File: src/rtl/debounce_pkg.sv
// Shared definitions for the input debouncer: default timing constants,
// the counter-width helper and the per-bit filter state encoding.
package debounce_pkg;

  localparam int DEF_DEBOUNCE_CYCLES  = 742500;    // 10 ms at 74.25 MHz
  localparam int DEF_LONGPRESS_CYCLES = 74250000;  // 1 s at 74.25 MHz

  typedef enum logic {
    ST_STABLE   = 1'b0,
    ST_COUNTING = 1'b1
  } filt_state_e;

  // Width of a counter that must hold values 0 .. cycles-1.
  function automatic int calc_cnt_w(input int cycles);
    return (cycles > 1) ? $clog2(cycles) : 1;
  endfunction

endpackage

File: src/rtl/input_debouncer_if.sv
// Board-input / conditioned-output bundle for input_debouncer.
// o_btn_long exists only when LONGPRESS_EN is defined.
interface input_debouncer_if #(
  parameter int N_BTN = 5,
  parameter int N_SW  = 8
);
  logic [N_BTN-1:0] i_push_btn;
  logic [N_SW-1:0]  i_DIP_sw;
  logic [N_BTN-1:0] o_btn_level;
  logic [N_BTN-1:0] o_btn_press;
  logic [N_BTN-1:0] o_btn_release;
  logic [N_SW-1:0]  o_sw_level;
  logic             o_sw_change;
`ifdef LONGPRESS_EN
  logic [N_BTN-1:0] o_btn_long;

  modport master (
    output i_push_btn, i_DIP_sw,
    input  o_btn_level, o_btn_press, o_btn_release, o_sw_level, o_sw_change, o_btn_long
  );
  modport slave (
    input  i_push_btn, i_DIP_sw,
    output o_btn_level, o_btn_press, o_btn_release, o_sw_level, o_sw_change, o_btn_long
  );
`else
  modport master (
    output i_push_btn, i_DIP_sw,
    input  o_btn_level, o_btn_press, o_btn_release, o_sw_level, o_sw_change
  );
  modport slave (
    input  i_push_btn, i_DIP_sw,
    output o_btn_level, o_btn_press, o_btn_release, o_sw_level, o_sw_change
  );
`endif
endinterface

File: src/rtl/debounce_cell.sv
// One-bit synchroniser plus bounce filter. A new input value is accepted
// after it has been seen unchanged for DEBOUNCE_CYCLES consecutive cycles.
module debounce_cell
  import debounce_pkg::*;
#(
  parameter int SYNC_STAGES     = 2,
  parameter int DEBOUNCE_CYCLES = DEF_DEBOUNCE_CYCLES
) (
  input  logic i_clk,
  input  logic i_reset_n,
  input  logic i_din,
  output logic o_level,
  output logic o_rise,
  output logic o_fall
);

  localparam int               CNT_W    = calc_cnt_w(DEBOUNCE_CYCLES);
  localparam logic [CNT_W-1:0] CNT_LAST = CNT_W'(DEBOUNCE_CYCLES - 1);

  logic [SYNC_STAGES-1:0] r_sync;
  logic [CNT_W-1:0]       r_cnt;
  logic                   r_level;
  logic                   r_rise;
  logic                   r_fall;
  logic                   w_sync;
  filt_state_e            w_state;

  assign w_sync  = r_sync[SYNC_STAGES-1];
  assign w_state = (w_sync == r_level) ? ST_STABLE : ST_COUNTING;

  always_ff @(posedge i_clk or negedge i_reset_n) begin
    if (!i_reset_n) begin
      r_sync  <= '0;
      r_cnt   <= '0;
      r_level <= 1'b0;
      r_rise  <= 1'b0;
      r_fall  <= 1'b0;
    end else begin
      // NOTE: non-blocking assignments let every flop sample pre-edge values,
      // which is what makes the shift below a real multi-stage synchroniser.
      r_sync <= {r_sync[SYNC_STAGES-2:0], i_din};
      r_rise <= 1'b0;
      r_fall <= 1'b0;
      case (w_state)
        ST_STABLE: r_cnt <= '0;
        ST_COUNTING: begin
          if (r_cnt == CNT_LAST) begin
            r_level <= w_sync;
            r_cnt   <= '0;
            r_rise  <= w_sync;
            r_fall  <= ~w_sync;
          end else begin
            r_cnt <= r_cnt + CNT_W'(1);
          end
        end
        default: r_cnt <= '0;
      endcase
    end
  end

  assign o_level = r_level;
  assign o_rise  = r_rise;
  assign o_fall  = r_fall;

endmodule

File: src/rtl/input_debouncer.sv
// Conditions raw push buttons and DIP switches: per-bit debounce cells,
// switch-change aggregation and, with LONGPRESS_EN, per-button long-press pulses.
module input_debouncer
  import debounce_pkg::*;
#(
  parameter int N_BTN            = 5,
  parameter int N_SW             = 8,
  parameter int SYNC_STAGES      = 2,
  parameter int DEBOUNCE_CYCLES  = DEF_DEBOUNCE_CYCLES,
  parameter int LONGPRESS_CYCLES = DEF_LONGPRESS_CYCLES
) (
  input  logic               i_clk,
  input  logic               i_reset_n,
  input_debouncer_if.slave   bus
);

  logic [N_BTN-1:0] w_btn_level;
  logic [N_BTN-1:0] w_btn_rise;
  logic [N_BTN-1:0] w_btn_fall;
  logic [N_SW-1:0]  w_sw_level;
  logic [N_SW-1:0]  w_sw_rise;
  logic [N_SW-1:0]  w_sw_fall;

  for (genvar g = 0; g < N_BTN; g++) begin : g_btn
    debounce_cell #(
      .SYNC_STAGES     (SYNC_STAGES),
      .DEBOUNCE_CYCLES (DEBOUNCE_CYCLES)
    ) u_cell (
      .i_clk     (i_clk),
      .i_reset_n (i_reset_n),
      .i_din     (bus.i_push_btn[g]),
      .o_level   (w_btn_level[g]),
      .o_rise    (w_btn_rise[g]),
      .o_fall    (w_btn_fall[g])
    );
  end

  for (genvar g = 0; g < N_SW; g++) begin : g_sw
    debounce_cell #(
      .SYNC_STAGES     (SYNC_STAGES),
      .DEBOUNCE_CYCLES (DEBOUNCE_CYCLES)
    ) u_cell (
      .i_clk     (i_clk),
      .i_reset_n (i_reset_n),
      .i_din     (bus.i_DIP_sw[g]),
      .o_level   (w_sw_level[g]),
      .o_rise    (w_sw_rise[g]),
      .o_fall    (w_sw_fall[g])
    );
  end

  assign bus.o_btn_level   = w_btn_level;
  assign bus.o_btn_press   = w_btn_rise;
  assign bus.o_btn_release = w_btn_fall;
  assign bus.o_sw_level    = w_sw_level;
  // OR of flop outputs only, so the change pulse stays aligned with the level update.
  assign bus.o_sw_change   = |(w_sw_rise | w_sw_fall);

`ifdef LONGPRESS_EN
  localparam int              LP_W   = calc_cnt_w(LONGPRESS_CYCLES + 1);
  localparam logic [LP_W-1:0] LP_MAX = LP_W'(LONGPRESS_CYCLES);
  localparam logic [LP_W-1:0] LP_PRE = LP_W'(LONGPRESS_CYCLES - 1);

  logic [LP_W-1:0]  r_long_cnt [N_BTN];
  logic [N_BTN-1:0] r_btn_long;

  // Counter saturates at LP_MAX, so each hold yields a single pulse.
  always_ff @(posedge i_clk or negedge i_reset_n) begin
    if (!i_reset_n) begin
      for (int i = 0; i < N_BTN; i++) r_long_cnt[i] <= '0;
      r_btn_long <= '0;
    end else begin
      for (int i = 0; i < N_BTN; i++) begin
        r_btn_long[i] <= 1'b0;
        if (!w_btn_level[i]) begin
          r_long_cnt[i] <= '0;
        end else if (r_long_cnt[i] != LP_MAX) begin
          r_long_cnt[i] <= r_long_cnt[i] + LP_W'(1);
          r_btn_long[i] <= (r_long_cnt[i] == LP_PRE);
        end
      end
    end
  end

  assign bus.o_btn_long = r_btn_long;
`endif

endmodule

File: src/flat_wrapper.sv
// flat-port wrapper written by rule: the top's interface ports become plain ports
module input_debouncer_flat import debounce_pkg::*;
#(
  parameter int N_BTN            = 5,
  parameter int N_SW             = 8,
  parameter int SYNC_STAGES      = 2,
  parameter int DEBOUNCE_CYCLES  = DEF_DEBOUNCE_CYCLES,
  parameter int LONGPRESS_CYCLES = DEF_LONGPRESS_CYCLES
)
  (i_clk, i_reset_n, bus_i_push_btn, bus_i_DIP_sw, bus_o_btn_level, bus_o_btn_press, bus_o_btn_release, bus_o_sw_level, bus_o_sw_change);
  input_debouncer_if #(.N_BTN(N_BTN), .N_SW(N_SW)) bus_i ();
  input  logic i_clk;
  input  logic i_reset_n;
  input wire logic [$bits(bus_i.i_push_btn)-1:0] bus_i_push_btn;
  input wire logic [$bits(bus_i.i_DIP_sw)-1:0] bus_i_DIP_sw;
  output wire logic [$bits(bus_i.o_btn_level)-1:0] bus_o_btn_level;
  output wire logic [$bits(bus_i.o_btn_press)-1:0] bus_o_btn_press;
  output wire logic [$bits(bus_i.o_btn_release)-1:0] bus_o_btn_release;
  output wire logic [$bits(bus_i.o_sw_level)-1:0] bus_o_sw_level;
  output wire logic [$bits(bus_i.o_sw_change)-1:0] bus_o_sw_change;
  assign bus_i.i_push_btn = bus_i_push_btn;
  assign bus_i.i_DIP_sw = bus_i_DIP_sw;
  assign bus_o_btn_level = bus_i.o_btn_level;
  assign bus_o_btn_press = bus_i.o_btn_press;
  assign bus_o_btn_release = bus_i.o_btn_release;
  assign bus_o_sw_level = bus_i.o_sw_level;
  assign bus_o_sw_change = bus_i.o_sw_change;
  input_debouncer #(.N_BTN(N_BTN), .N_SW(N_SW), .SYNC_STAGES(SYNC_STAGES), .DEBOUNCE_CYCLES(DEBOUNCE_CYCLES), .LONGPRESS_CYCLES(LONGPRESS_CYCLES)) u_core (.i_clk(i_clk), .i_reset_n(i_reset_n), .bus(bus_i));
endmodule
File: config.mk
export PLATFORM = sky130hd
export DESIGN_NAME = input_debouncer_flat
export DESIGN_NICKNAME = d
export VERILOG_FILES = /design/src/rtl/debounce_pkg.sv /design/src/rtl/input_debouncer_if.sv /design/src/rtl/debounce_cell.sv /design/src/rtl/input_debouncer.sv /design/src/flat_wrapper.sv
export SDC_FILE = /design/constraint.sdc
export NUM_CORES = 1
export LEC_CHECK = 0
export CORE_MARGIN = 8
export CORE_UTILIZATION = 50
export DETAILED_ROUTE_END_ITERATION = 10
export GPL_TIMING_DRIVEN = 0
export PLACE_DENSITY = 0.74
export REMOVE_ABC_BUFFERS = 1
export SLEW_MARGIN = 10
export SYNTH_ARGS = -nofsm -noshare
export SYNTH_HDL_FRONTEND = slang
export SYNTH_SLANG_ARGS = --single-unit
File: constraint.sdc
create_clock -name i_clk -period 6.2 [get_ports i_clk]
set_clock_uncertainty 0.1 [all_clocks]
set_input_delay 1.55 -clock i_clk [delete_from_list [all_inputs] [get_ports i_clk]]
set_output_delay 1.55 -clock i_clk [all_outputs]
set_load 0.05 [all_outputs]
==> impl_metrics.tcl <==
set metrics [dict create \
    grt_pass1_vias 11100 \
    syn_avg_cell_area_um2 10.1 \
    crit_required_ns 4.55 \
    stdcell_count 1971 \
    avgViaCountPerCell 5.79 \
    hold_violations 0 \
    cts_made_buffers 37 \
    reg2reg_slack_ns 3.62 \
    drtAntennaViolNets 0 \
    synth_area_leaders "dfrtp_1 (52%), xnor2_1 (5.4%), nor2_1 (4.7%), xor2_1 (4.2%), nand3_1 (3.4%)" \
    startpoint_type "register" \
    grt-ovfl-total 0 \
    fin_crit_sh_pct 66.5 \
    worst-setup-path-type "register to primary output" \
    die_w_um 192 \
    p_total_uw 4500 \
    wl_met1_um 13700 \
    cpPeakStageDelay_ns 0.76 \
    cts.repair.resized 0 \
    cp.arrival_ns 2.47 \
    status "finished clean" \
    period_needed_ns 4.12 \
    yosysSeqAreaShare_pct 52.5 \
    first_pass_iters 5 \
    synthTopCellsByCount "dfrtp_1 (325), nor2_1 (195), nand3_1 (105), xnor2_1 (96), a21oi_1 (76)" \
    async_reset_ff_share_pct 100 \
    grt_max_degree 113 \
    wl_per_cell_um 14.9 \
    grt_pass1_wl_um 51500 \
    start_util_pct 50.7 \
    num_io_pins 39 \
    insertion_delay_ns 0.52 \
    maxSlewHeadroom_pct 48.6 \
    switching_share_pct 21.5 \
    pwr-share-comb_pct 2.9 \
    cts_root_buf "clkbuf_16" \
    yosysTopAreaCellShare_pct 52.5 \
    min_path_type "register to register" \
    cp_max_fo 1 \
    max_slew.worst_pin.slew_ns 0.771 \
    dr_total_vias 11400 \
    port_buffers 38 \
    setup_tns_ns 0 \
    cp_cell_sequence "nor4_1 -> nand4_1 -> clkdlybuf4s50_1" \
    path_clk_slew_ns 0.06 \
    power_density_nw_per_um2 258 \
    synth_most_common_cell "dfrtp_1" \
    slew_viol_final 0 \
    route.met2.wl_um 14000 \
    synth_edf_count 0 \
    antenna_found_initial 0 \
    dr_wl_met3_um 1100 \
    postCtsSetupRepairBufs 0 \
    drive_gt1_share_pct 6.54 \
    coreArea_um2 30600 \
    synth_cell_types 52 \
    fillerInstances 2608 \
    end_kind "primary output" \
    syn_area_um2 15500 \
    dp.cells 1909 \
    clk_path_buf_depth 3 \
    p_switching_uw 967 \
    die_h_um 192 \
    die_area_um2 36900 \
    cp_slowest_cell "clkdlybuf4s50_1" \
    nNetsFinal 1580 \
    rsz0062_at_grt "false" \
    synth_flop_cell "dfrtp_1" \
    area_growth_pct 12.3 \
    hold_buffers 0 \
    wl_um 29300 \
    htree_levels 2 \
    ir_drop_uv 239 \
    cts_sinks 325 \
    worst_hold_slack_ns 0.247 \
    power.share.clock_pct 48.5 \
    rows 64 \
    synth_warnings 0 \
    top_layer_used "met4" \
    intPower_uw 3530 \
    share_seq_of_total_power_pct 48.6 \
    route.detailed.drc 0 \
    p_leak_uw 0.00684 \
    synth.largest_area_cell "dfrtp_1" \
    first_iter_violations 871 \
    gp_congestion 0.808 \
    setup_viol_count_final 0 \
    cap_viol_max_count 0 \
    netlist_instances 1528 \
    grt_usage_pct 16.2 \
    diodes 0 \
    path_buf_inv 1 \
    synth_seq_cells 325 \
    cpLargestDelayFamily "simple AND/OR/NAND/NOR gates" \
    max_freq_ghz 0.243 \
    cts_tree "done" \
    dp_hpwl_um 19300 \
]
[state kept, by name (all words and copies together), names as in the netlist]
signal,flops
u_core.g_btn.u_cell.r_sync,10
u_core.g_sw.u_cell.o_fall,8
u_core.g_sw.u_cell.r_cnt,160
u_core.g_btn.u_cell.o_level,5
u_core.g_btn.u_cell.r_cnt,100
u_core.g_sw.u_cell.r_sync,16
u_core.g_sw.u_cell.o_level,8
u_core.g_sw.u_cell.o_rise,8
u_core.g_btn.u_cell.o_rise,5
u_core.g_btn.u_cell.o_fall,5
[kinds of logic (layout without fill, tap and decap cells)]
| family | count (synthesis) | count (layout) | synth area share (%) |
|---|---|---|---|
| simple gates | 744 | 744 | 26.4 |
| flops | 325 | 325 | 52.5 |
| xor+xnor | 170 | 170 | 9.61 |
| compound gates | 164 | 164 | 6.43 |
| buf+inv | 97 | 144 | 2.95 |
| mux | 15 | 15 | 1.10 |
| fa+ha+maj | 13 | 13 | 1.05 |
[metal layers]
metal	GRT usage, %	up-vias
li1	-	5543
met1	21.6	5640
met2	27.2	183
met3	2.80	51
met4	4.02	0
met5	0	-
[path summary, 6_finish.rpt]
kind | from | depth (start not counted) | endpoint
worst max-delay path | u_core.g_sw[1].u_cell.o_rise$_DFF_PN0_ | 3 | bus_o_sw_change
min in group asynchronous | i_reset_n | 2 | u_core.g_sw[0].u_cell.r_cnt[13]$_DFF_PN0_
worst min register to register | u_core.g_btn[4].u_cell.r_sync[0]$_DFF_PN0_ | 0 | u_core.g_btn[4].u_cell.r_sync[1]$_DFF_PN0_
max in group asynchronous | i_reset_n | 3 | u_core.g_btn[4].u_cell.r_sync[1]$_DFF_PN0_
worst max register to register | u_core.g_btn[3].u_cell.r_cnt[13]$_DFF_PN0_ | 4 | u_core.g_btn[3].u_cell.r_cnt[6]$_DFF_PN0_
worst min-delay path | u_core.g_btn[4].u_cell.r_sync[0]$_DFF_PN0_ | 0 | u_core.g_btn[4].u_cell.r_sync[1]$_DFF_PN0_
[cell type report]
type / count / area (µm²) / share of cell area [%]
multi-input combinational: 1106 / 6930 / 39.8
tap: 396 / 495 / 2.85
clock inverter: 14 / 196 / 1.13
timing repair buffer: 41 / 468 / 2.69
clock buffer: 48 / 1030 / 5.91
sequential: 325 / 8130 / 46.7
inverter: 41 / 154 / 0.884
[power by group through the flow]
stage	Sequential (µW)	Clock [µW]	Combinational, µW
after floorplan	2210	0	58.7
after global placement	2230	0	123
after detailed placement	2220	0	132
after CTS	2190	2240	134
after global routing	2190	2330	152
final	2190	2180	129
[cell usage in the layout (no fill, tap or decap), types with 3 or more instances in the layout]
master / synthesis / final
a21oi_1: 76 / 76
a41o_1: 4 / 4
and3_1: 31 / 31
and4_1: 22 / 22
buf_16: 0 / 3
bufinv_16: 0 / 4
clkbuf_1: 28 / 6
clkbuf_16: 0 / 38
clkbuf_8: 0 / 4
clkdlybuf4s50_1: 0 / 37
clkinv_2: 0 / 5
dfrtp_1: 325 / 325
ha_1: 13 / 13
inv_1: 41 / 41
mux2_2: 12 / 12
nand2_1: 65 / 65
nand3_1: 105 / 105
nand3b_1: 7 / 7
nand4_1: 75 / 75
nand4b_1: 3 / 3
nand4bb_1: 5 / 5
nor2_1: 195 / 195
nor3_1: 38 / 38
nor3b_1: 28 / 28
nor4_1: 38 / 38
nor4b_1: 17 / 17
o21ai_0: 42 / 42
o21ai_2: 0 / 3
o31ai_1: 27 / 27
o31ai_4: 3 / 4
o41ai_1: 3 / 3
or2_2: 11 / 11
or3_1: 53 / 53
or4_1: 32 / 32
or4b_1: 3 / 3
or4b_2: 3 / 3
xnor2_1: 96 / 96
xor2_1: 74 / 74
[per-stage QoR]
stage | util [%] | worst slack, ns | area [µm²]
6_report | 56.9 | 2.08 | 17400
5_1_grt | 56.9 | 1.94 | 17400
4_1_cts | 56.8 | 2.01 | 17400
3_5_place_dp | 52.8 | 2.58 | 16200
3_3_place_gp | 52.5 | -10.39 | 16100
2_1_floorplan | - | 3.44 | 15200
Note: power is estimated with default switching activity, not from simulation.
